## config.mk

```make
export PLATFORM = sky130hd
export DESIGN_NAME = soc_arbiter_bb
export DESIGN_NICKNAME = d
export VERILOG_FILES = /design/src/rtl/soc_arbiter_bb.sv
export SDC_FILE = /design/constraint.sdc
export NUM_CORES = 1
export LEC_CHECK = 0
export ABC_CLOCK_PERIOD_IN_PS = 3700
export BUFFER_PORTS_ARGS = -buffer_cell sky130_fd_sc_hd__buf_4
export CAP_MARGIN = 20
export CORE_AREA = 2 2 117 119
export CTS_BUF_LIST = sky130_fd_sc_hd__clkbuf_8
export DETAILED_ROUTE_END_ITERATION = 10
export DIE_AREA = 0 0 119 121
export GPL_ROUTABILITY_DRIVEN = 0
export SLEW_MARGIN = 20
export SYNTH_ARGS = -nofsm -noshare
export SYNTH_HDL_FRONTEND = slang
export SYNTH_SLANG_ARGS = --single-unit
```

## constraint.sdc

```tcl
create_clock -name clk_i -period 3.7 [get_ports clk_i]
set_clock_uncertainty 0.2 [all_clocks]
set_input_delay 0.555 -clock clk_i [delete_from_list [all_inputs] [get_ports clk_i]]
set_output_delay 0.555 -clock clk_i [all_outputs]
set_load 0.02 [all_outputs]
```

## src/rtl/soc_arbiter_bb.sv

```systemverilog
// Purpose: round-robin arbiter merging MASTERS Blackbone master ports onto one slave port.
// Latency: grant and slave request are combinational (0 cycles); read data returns 1 cycle later.
// Backpressure: every requester that is not granted sees m_stall_o and holds its request.
//
// Ports:
//   clk_i, rst_i               clock and synchronous active-low reset
//   m_addr_i/m_din_i/m_we_i    per-master request fields (packed [MASTERS][W])
//   m_en_i                     per-master transfer request
//   m_dout_o/m_valid_o         per-master read return (zero on lanes not returning)
//   m_stall_o                  per-master "not accepted this cycle"
//   s_addr_o/s_din_o/s_we_o    granted master's fields (master 0's when idle)
//   s_en_o                     transfer issued to the slave
//   s_dout_i                   slave read data, one cycle after a read is issued
module soc_arbiter_bb #(
    parameter int MASTERS    = 2,
    parameter int DATA_WIDTH = 32,
    parameter int ADDR_WIDTH = 32,
    parameter int MAX_BURST  = 16
) (
    input  logic                                  clk_i,
    input  logic                                  rst_i,
    input  logic [MASTERS-1:0][ADDR_WIDTH-1:0]    m_addr_i,
    input  logic [MASTERS-1:0][DATA_WIDTH-1:0]    m_din_i,
    input  logic [MASTERS-1:0]                    m_en_i,
    input  logic [MASTERS-1:0]                    m_we_i,
    output logic [MASTERS-1:0][DATA_WIDTH-1:0]    m_dout_o,
    output logic [MASTERS-1:0]                    m_valid_o,
    output logic [MASTERS-1:0]                    m_stall_o,
    output logic [ADDR_WIDTH-1:0]                 s_addr_o,
    output logic [DATA_WIDTH-1:0]                 s_din_o,
    output logic                                  s_we_o,
    output logic                                  s_en_o,
    input  logic [DATA_WIDTH-1:0]                 s_dout_i
);

    localparam int IW = (MASTERS > 1) ? $clog2(MASTERS) : 1;
    // One extra bit so the counter can hold the limit value itself.
    localparam int BW = $clog2(MAX_BURST) + 1;
    localparam logic [BW-1:0] BURST_LIM = BW'(MAX_BURST);

    // Arbitration state
    logic [IW-1:0]      owner;
    logic               owner_vld;
    logic [IW-1:0]      last;
    logic [BW-1:0]      burst_cnt;
    // Pending read return
    logic               rd_vld;
    logic [IW-1:0]      rd_idx;

    // Combinational grant
    logic [MASTERS-1:0] owner_oh;
    logic               others_req;
    logic               limit_hit;
    logic               keep;
    logic [IW-1:0]      rr_sel;
    logic               any_req;
    logic               gnt_vld;
    logic [IW-1:0]      gnt_idx;
    logic [MASTERS-1:0] gnt_oh;
    logic [IW-1:0]      sel;
    logic               restart;

    always_comb begin
        owner_oh        = '0;
        owner_oh[owner] = 1'b1;
    end

    assign others_req = |(m_en_i & ~owner_oh);
    assign limit_hit  = (MAX_BURST != 0) && (burst_cnt >= BURST_LIM);

    // The owner keeps the bus while it still requests, unless it has used up
    // its burst allowance and somebody else is waiting.
    assign keep = owner_vld && m_en_i[owner] &&
                  ((MAX_BURST == 0) || (burst_cnt < BURST_LIM) || !others_req);

    // Round-robin scan starting just after the last granted master; the last
    // granted master itself is considered last of all.
    always_comb begin
        logic          found;
        logic [IW-1:0] cand;
        found  = 1'b0;
        cand   = '0;
        rr_sel = '0;
        for (int d = 1; d <= MASTERS; d++) begin
            cand = IW'((int'(last) + d) % MASTERS);
            if (!found && m_en_i[cand]) begin
                found  = 1'b1;
                rr_sel = cand;
            end
        end
    end

    assign any_req = |m_en_i;
    // No grant is ever issued while reset is held.
    assign gnt_vld = any_req && rst_i;
    assign gnt_idx = keep ? owner : rr_sel;

    always_comb begin
        gnt_oh = '0;
        if (gnt_vld) begin
            gnt_oh[gnt_idx] = 1'b1;
        end
    end

    // Master 0 drives the slave fields whenever nobody is granted.
    assign sel = gnt_vld ? gnt_idx : '0;

    assign s_en_o    = gnt_vld;
    assign s_addr_o  = m_addr_i[sel];
    assign s_din_o   = m_din_i[sel];
    assign s_we_o    = rst_i && m_we_i[sel];
    assign m_stall_o = m_en_i & ~gnt_oh;

    // Read return is steered by the captured index, never by the current grant,
    // so a new grant to another master can overlap the return.
    always_comb begin
        m_valid_o = '0;
        m_dout_o  = '0;
        if (rst_i && rd_vld) begin
            m_valid_o[rd_idx] = 1'b1;
            m_dout_o[rd_idx]  = s_dout_i;
        end
    end

    // A fresh run starts on an owner change, after an idle cycle, or when the
    // allowance was exhausted (owner kept only because nobody else asked).
    assign restart = !owner_vld || (gnt_idx != owner) || limit_hit;

    always_ff @(posedge clk_i) begin
        if (!rst_i) begin
            owner     <= '0;
            owner_vld <= 1'b0;
            last      <= IW'(MASTERS - 1);
            burst_cnt <= '0;
            rd_vld    <= 1'b0;
            rd_idx    <= '0;
        end else begin
            rd_vld <= gnt_vld && !m_we_i[gnt_idx];
            if (gnt_vld) begin
                owner     <= gnt_idx;
                owner_vld <= 1'b1;
                last      <= gnt_idx;
                rd_idx    <= gnt_idx;
                burst_cnt <= restart ? BW'(1) : burst_cnt + BW'(1);
            end else begin
                owner_vld <= 1'b0;
                burst_cnt <= '0;
            end
        end
    end

endmodule

```

* After elaboration in Yosys (flattened, before gate mapping)
Index checks and enable logic that the tools add are counted.
** Storage, ports and cells
- Bits in registers :: 9
- Output and inout bits :: 134
- Word-level logic and storage cells :: 76
** Operators by class
- $add $sub $neg :: 3
- Magnitude comparators :: 9
- Equal/unequal tests :: 1
- Muxes and demuxes :: 30
- Bitwise gates (word level) :: 7
- Reductions and logical operators :: 20
** Operator list (count)
- $mux 32 :: 5
- $and 64x64->64 :: 1
- $mux 64 :: 1
- $demux 32 s1 :: 1
- $mux 1 :: 19
- $lt 1x2->1 const B :: 5
- $logic_and 1x1->1 :: 9
- $add 5x1->5 const B :: 1
- $ge 5x5->1 const B :: 1
- $lt 5x5->1 const B :: 1
- $and 2x2->2 :: 2
- $logic_not 1->1 :: 4
- $mux 2 :: 2
- $not 2->2 :: 2
- $reduce_or 2->1 :: 2
- $logic_or 1x1->1 :: 3
- $reduce_or 3->1 :: 1
- $add 1x1->1 const B :: 2
- $demux 1 s1 :: 2
- $ge 1x1->1 const B :: 2
- $not 1->1 :: 2
- $reduce_and 2->1 :: 1
- $ne 1x1->1 :: 1

* Depth between registers and ports, before layout
Gate-level depths: netlist of run 1.
- Depth after elaboration :: 18
- Depth in mapped cells :: 5

* Worst setup path after synthesis of run 1
Ideal clock, no wire load.
- Path type :: input to output
- Start :: in m_en_i[0]
- End :: out s_addr_o[13]
- Data arrival time :: 1.770 ns
- Path slack :: 1.175 ns
- Stages :: 5
- Buffers on the path :: 2
- Cells stage by stage :: and4bb_1 a311oi_2 buf_4 buf_6 mux2_1
** On the way
- Cells in the longest elaborated chain, start to end :: 10
- Elaborated cells between the ends (all ways) :: 23
** Ends and longest elaborated chain
- start: declaration :: RTL line 24 : input logic [MASTERS-1:0] m_en_i,
- $mux 1 (implied by the code) (2 in series) :: RTL line 86 : if (!found && m_en_i[cand]) begin
- $mux 1 :: RTL line 86
- $logic_not 1->1 :: RTL line 86
- $logic_and 1x1->1 :: RTL line 86
- $mux 1 :: RTL line 86
- $mux 1 :: RTL line 96 : assign gnt_idx = keep ? owner : rr_sel;
- $mux 1 * :: RTL line 106 : assign sel = gnt_vld ? gnt_idx : '0;
- $mux 32 (implied by the code) * (2 in series) :: RTL line 109 : assign s_addr_o = m_addr_i[sel];
- end: declaration :: RTL line 29 : output logic [ADDR_WIDTH-1:0] s_addr_o,
Every way passes the cells marked *; elsewhere a longest branch is shown, timed or not. The select of a mux whose other input is x is not followed.

* Worst setup path after layout of run 1
- Start :: in m_en_i[0]
- End :: out s_addr_o[24]
Same word-level chain as after synthesis.

==> impl_metrics.json, run 1 <==
{
  "cp_num_buf_inv": 3,
  "grt_pass1_wl_mm": 14.28,
  "hold_violations": 0,
  "synth.most_common_cell": "and2_1",
  "synth_top_area_frac": 0.3379,
  "synth_common_cells": "64 x and2_1, 49 x mux2_1, 16 x mux2_2",
  "crit_arrival_ps": 2200,
  "power_density_nw_per_um2": 169.0,
  "use_met2": 0.2177,
  "maxSlewHeadroom": 0.3989,
  "die_h_um": 121,
  "period_minus_slack_ps": 2954,
  "drv_slew": 0,
  "async_reset_ff_frac": 0,
  "cts_root_buf": "clkbuf_8",
  "drt-total-wl_mm": 9.941,
  "r2r_end": "rd_vld$_SDFF_PN0_",
  "netlist_area_um2": 1633,
  "die_area_um2": 14400,
  "whs_ps": 269.4,
  "die_x_um": 119,
  "cts_tree": "yes",
  "dpl.hpwl_mm": 8.757,
  "dr.pass1.iters": 4,
  "p_leak_nw": 2.142,
  "setup.worst_path.end_class": "output pin",
  "max_stage_delay_ps": 410,
  "synth_cell_types": 26,
  "fin_crit_sh": 0.7983,
  "critPathMaxFanout": 65,
  "p_comb_frac": 0.692,
  "fmax_ghz": 0.3386,
  "clk_path_buf_depth": 2,
  "power_uw": 690.6,
  "hold_depth": 2,
  "drtIter0Drc": 123,
  "grtUsageTotal": 0.1242,
  "cts_resized": 0,
  "avgSynthCellArea_um2": 8.639,
  "path_class": "input pin to output pin",
  "pwr-share-seq": 0.153,
  "ff2ff_setup_slack_ps": 2030,
  "path_cells": "buf_4, and4bb_1, a311oi_4, buf_12, mux2_1, buf_4",
  "grt_use_met1": 0.1607,
  "ys_seq_area_frac": 0.1103,
  "cp_top_family": "buffers and inverters",
  "yosys_warnings": 0,
  "drc": 0,
  "netSwitchingFraction": 0.3735,
  "grt_max_degree": 66,
  "numPortBuffers": 299,
  "io_pins": 300,
  "synth_seq_cells": 9,
  "synth_edf_count": 0,
  "syn-instance-count": 189,
  "finalNetCount": 648,
  "synthFlopType": "dfxtp_1",
  "cpMostUsedCell": "buf_4",
  "tightestPinTransition_ps": 901.7,
  "max_cap_violations": 0,
  "h-tree-depth": 1,
  "core_um2": 13090,
  "grt_pass1_vias": 2602,
  "whs_endpoint": "burst_cnt[4]$_SDFF_PP0_",
  "diodes": 0,
  "vias_per_cell": 3.867,
  "cts_buffers": 3,
  "synth_area_leaders": "mux2_1 34%, and2_1 25%, dfxtp_1 11%",
  "antenna_found_initial": 0,
  "cts-hold-fix-buffers": 0,
  "overflow": 0,
  "min_from": "burst_cnt[3]$_SDFF_PP0_",
  "wl_per_cell_um": 15.15,
  "cts.clk_slew.worst_paths_ps": 40,
  "setup-tns-final_ps": 0,
  "rsz0062_at_grt": "no",
  "grt_use_met3": 0.02679,
  "clkPwrFrac": 0.154,
  "top_usage_layer": "met2",
  "start_kind": "input pin",
  "timing.rr.start": "owner$_SDFFE_PN0N_",
  "hp-class": "flop to flop",
  "synth_area_leader_cell": "mux2_1",
  "cpMaxStageDelayCell": "mux2_1",
  "synth_nets": 356,
  "fill_cells": 1405,
  "cp.required_ps": 2940,
  "setup_viol": 0,
  "cts_setup_buffers": 0,
  "dr_total_vias": 2537,
  "start_util": 0.1248,
  "status": "finished clean",
  "r2r_cells": 3,
  "ir_drop_mv": 0.1147,
  "drive_above_1_share": 0.6708,
  "antenna_left": 0,
  "rows": 42,
  "insertion_delay_ps": 220,
  "syn_to_final_growth_pct": 150.3,
  "p_int_uw": 432.7,
  "p_sw_uw": 257.9,
  "cts_sinks": 9
}
==> cell type report <==
class	instances	area [um2]	area share
clock buffers	3	41.29	0.01010
repair buffers	301	2272	0.5560
well taps	176	220.2	0.05389
multi-input cells	163	1358	0.3322
clock inverters	1	3.754	0.0009186
inverters	3	11.26	0.002756
flip-flops and latches	9	180.2	0.04409
==> registers in the layout (all words and copies together) (netlist names) <==
name       flops
last           1
owner_vld      1
burst_cnt      5
rd_vld         1
owner          1
==> kinds of logic after synthesis <==
kind of cell | share of synthesized area
adders and majority gates | 0.007662
and+or+nand+nor | 0.3149
AOI/OAI and AO/OA | 0.03064
muxes | 0.4605
DFF | 0.1103
xor gates and xnor gates | 0.01073
buffers and inverters | 0.06513
==> tightest hold or removal path: cells and delay by family (launching register included) <==
kind / cells / cell delay [ps]
flops: 1 / 310
simple gates: 2 / 120
==> stage by stage <==
stage               area, um2  setup slack (ps)  utilization  cells
finish                   4086             746.3       0.3123    656
global route             4086             709.3       0.3123    656
CTS                      4086             754.4       0.3123    656
detailed placement       4041             757.8       0.3089    652
global placement         4041             775.5       0.3089    652
floorplan                1633              1175            -    189
==> power by group through the flow <==
stage	combinational [mW]	clock (mW)	sequential, mW
2_1_floorplan	0.205	0	0.106
3_3_place_gp	0.476	0	0.107
3_5_place_dp	0.480	0	0.107
4_1_cts	0.482	0.109	0.106
5_1_grt	0.504	0.116	0.107
6_report	0.478	0.107	0.106
==> cells in the final DEF (no fill, tap or decap) <==
cell and instances:
and3_1 2, nand2b_1 1, a21boi_0 2, mux2_1 49, clkbuf_8 3, and4bb_1 1, a311oi_4 1, o21ai_0 1
xnor2_1 1, a21oi_1 1, nor2b_1 1, or3b_2 1, and2_1 64, xor2_1 1, dfxtp_1 9, buf_4 300
nand3_1 3, inv_1 4, ha_1 1, a311o_1 1, buf_12 1, mux2_2 16, mux2i_1 2, nand2_1 6
nor2_1 8
==> metal layers <==
metal | part of all wire | vias to the layer above
li1 | - | 1218
met1 | 0.41 | 1155
met2 | 0.49 | 160
met3 | 0.088 | 4
met4 | 0.0057 | 0
met5 | 0 | -
==> how the worst max path moves through the flow <==
stage,from,to,slack (ps),cells past startpoint
after detailed placement,m_en_i[0],s_addr_o[31],760,6
final,m_en_i[0],s_addr_o[24],750,6
after floorplan,m_en_i[0],s_addr_o[13],1170,5
after global placement,m_en_i[0],s_addr_o[31],780,6
after global routing,m_en_i[0],s_addr_o[24],710,6
after CTS,m_en_i[0],s_addr_o[31],750,6
Power figures use the tool's default switching activity.
==> run 2, diff against run 1 <==
- ABC_CLOCK_PERIOD_IN_PS: 3700 -> 2500
- CORE_AREA: 2 2 117 119 -> 2 2 115 117
- DIE_AREA: 0 0 119 121 -> 0 0 117 119
- clock period: 3.7 -> 2.5 ns (I/O delays scaled with it)
==> impl_metrics.json, run 2 (synthesis results as in run 1) <==
{
  "status": "complete, but fails checks",
  "failed_checks": "setup timing",
  "p_leak_nw": 2.286,
  "period_minus_slack_ps": 2520,
  "cts-hold-fix-buffers": 0,
  "largest_register": "burst_cnt",
  "dr_total_vias": 2620,
  "cts_buffers": 3,
  "hp-class": "flop to flop",
  "power_density_nw_per_um2": 251.9,
  "drc": 0,
  "crit_arrival_ps": 1950,
  "grt_pass1_vias": 2571,
  "layout_commonest_cell": "buf_4",
  "rsz0062_at_grt": "yes",
  "grtUsageTotal": 0.1285,
  "finalNetCount": 667,
  "largest_reg_flops": 5,
  "dpl.hpwl_mm": 9.220,
  "h-tree-depth": 1,
  "p_sw_uw": 403.4,
  "clkPwrFrac": 0.150,
  "start_util": 0.1268,
  "vias_per_cell": 3.881,
  "drt-total-wl_mm": 10.35,
  "fin_crit_sh": 1.008,
  "cts_sinks": 9,
  "drv_slew": 0,
  "antenna_found_initial": 0,
  "overflow": 0,
  "fmax_ghz": 0.3968,
  "die_x_um": 117,
  "die_h_um": 119,
  "post-route-util": 0.3356,
  "rows": 42,
  "antenna_left": 0,
  "cts_root_buf": "clkbuf_8",
  "clk_path_buf_depth": 2,
  "core_um2": 12870,
  "p_comb_frac": 0.708,
  "wl_per_cell_um": 15.34,
  "final_cell_mix": "305 x buf_4, 64 x and2_1, 40 x mux2_1, 17 x mux2_2, 13 x buf_6",
  "ir_drop_mv": 0.3121,
  "cp.required_ps": 1920,
  "start_kind": "flop",
  "dr.pass1.iters": 4,
  "setup_viol": 17,
  "whs_ps": 255.8,
  "maxSlewHeadroom": 0.8238,
  "stdcell_count": 675,
  "max_cap_violations": 0,
  "grt_pass1_wl_mm": 13.72,
  "pwr-share-seq": 0.142,
  "setup-tns-final_ps": -135.8,
  "io_pins": 300,
  "path_class": "flop to output pin",
  "insertion_delay_ps": 230,
  "drtIter0Drc": 39,
  "p_int_uw": 684.8,
  "cts_tree": "yes",
  "die_area_um2": 13920,
  "grt_max_degree": 34,
  "netSwitchingFraction": 0.3707,
  "numPortBuffers": 299,
  "fin_ws_ps": -20.06,
  "critPathMaxFanout": 14,
  "placed_cells": 667,
  "drive_above_1_share": 0.7014,
  "tightestPinTransition_ps": 264.4,
  "hold_violations": 0,
  "setup.worst_path.end_class": "output pin",
  "diodes": 0,
  "cts.clk_slew.worst_paths_ps": 40,
  "syn_to_final_growth_pct": 164.6
}
[run 2: cell count changes in the layout (fill, tap and decap cells not counted), sizes merged]
cell  previous run  this run
buf            301       320
[run 2: layer usage]
metal,wire (um),GRT usage,up-vias
li1,-,-,1262
met1,3805,0.1393,1205
met2,4993,0.2327,149
met3,1485,0.06310,4
met4,68,0.009559,0
met5,0,0,-
[run 2: per-stage QoR]
stage	power (mW)	setup WS (ps)	cell area (um2)
floorplan	0.4605	328.2	1633
global placement	0.8969	26.42	4167
detailed placement	0.9031	10.26	4167
CTS	1.101	-36.27	4313
global route	1.145	-89.36	4320
finish	1.088	-20.06	4320
[run 2: cell type report]
cell class	instances	area, um2
flip-flops and latches	9	180.2
fillers	1379	8554
clock inverters	1	3.754
repair buffers	320	2476
clock buffers	3	41.29
multi-input cells	163	1388
inverters	3	11.26
well taps	176	220.2
[run 2: worst max-delay path: stages (launching register included)]
cell and delay [ps]:
dfxtp_1 310, and4bb_1 240, a311oi_4 310, buf_12 180
buf_4 150, mux2_2 360, buf_4 160
[run 2: repair_timing]
action                                  CTS  global route
endpoints found under the setup margin   56            62
pin swaps                                 1             0
buffers inserted                          3             1
gates resized for setup                  22             0
[run 2: final timing paths]
check	from	to	slack, ps	depth (start not counted)
setup / recovery	burst_cnt[4]$_SDFF_PP0_	s_addr_o[31]	-20	6
setup reg to reg	burst_cnt[4]$_SDFF_PP0_	rd_vld$_SDFF_PN0_	920	3
hold reg to reg	burst_cnt[0]$_SDFF_PN0_	burst_cnt[0]$_SDFF_PN0_	260	1
hold / removal	burst_cnt[0]$_SDFF_PN0_	burst_cnt[0]$_SDFF_PN0_	260	1
[run 2: power by group through the flow]
| stage | combinational (mW) | sequential (mW) | clock (mW) |
|---|---|---|---|
| global placement | 0.739 | 0.157 | 0 |
| finish | 0.771 | 0.155 | 0.163 |
| global route | 0.817 | 0.155 | 0.173 |
| detailed placement | 0.746 | 0.158 | 0 |
| floorplan | 0.303 | 0.157 | 0 |
| CTS | 0.779 | 0.155 | 0.167 |
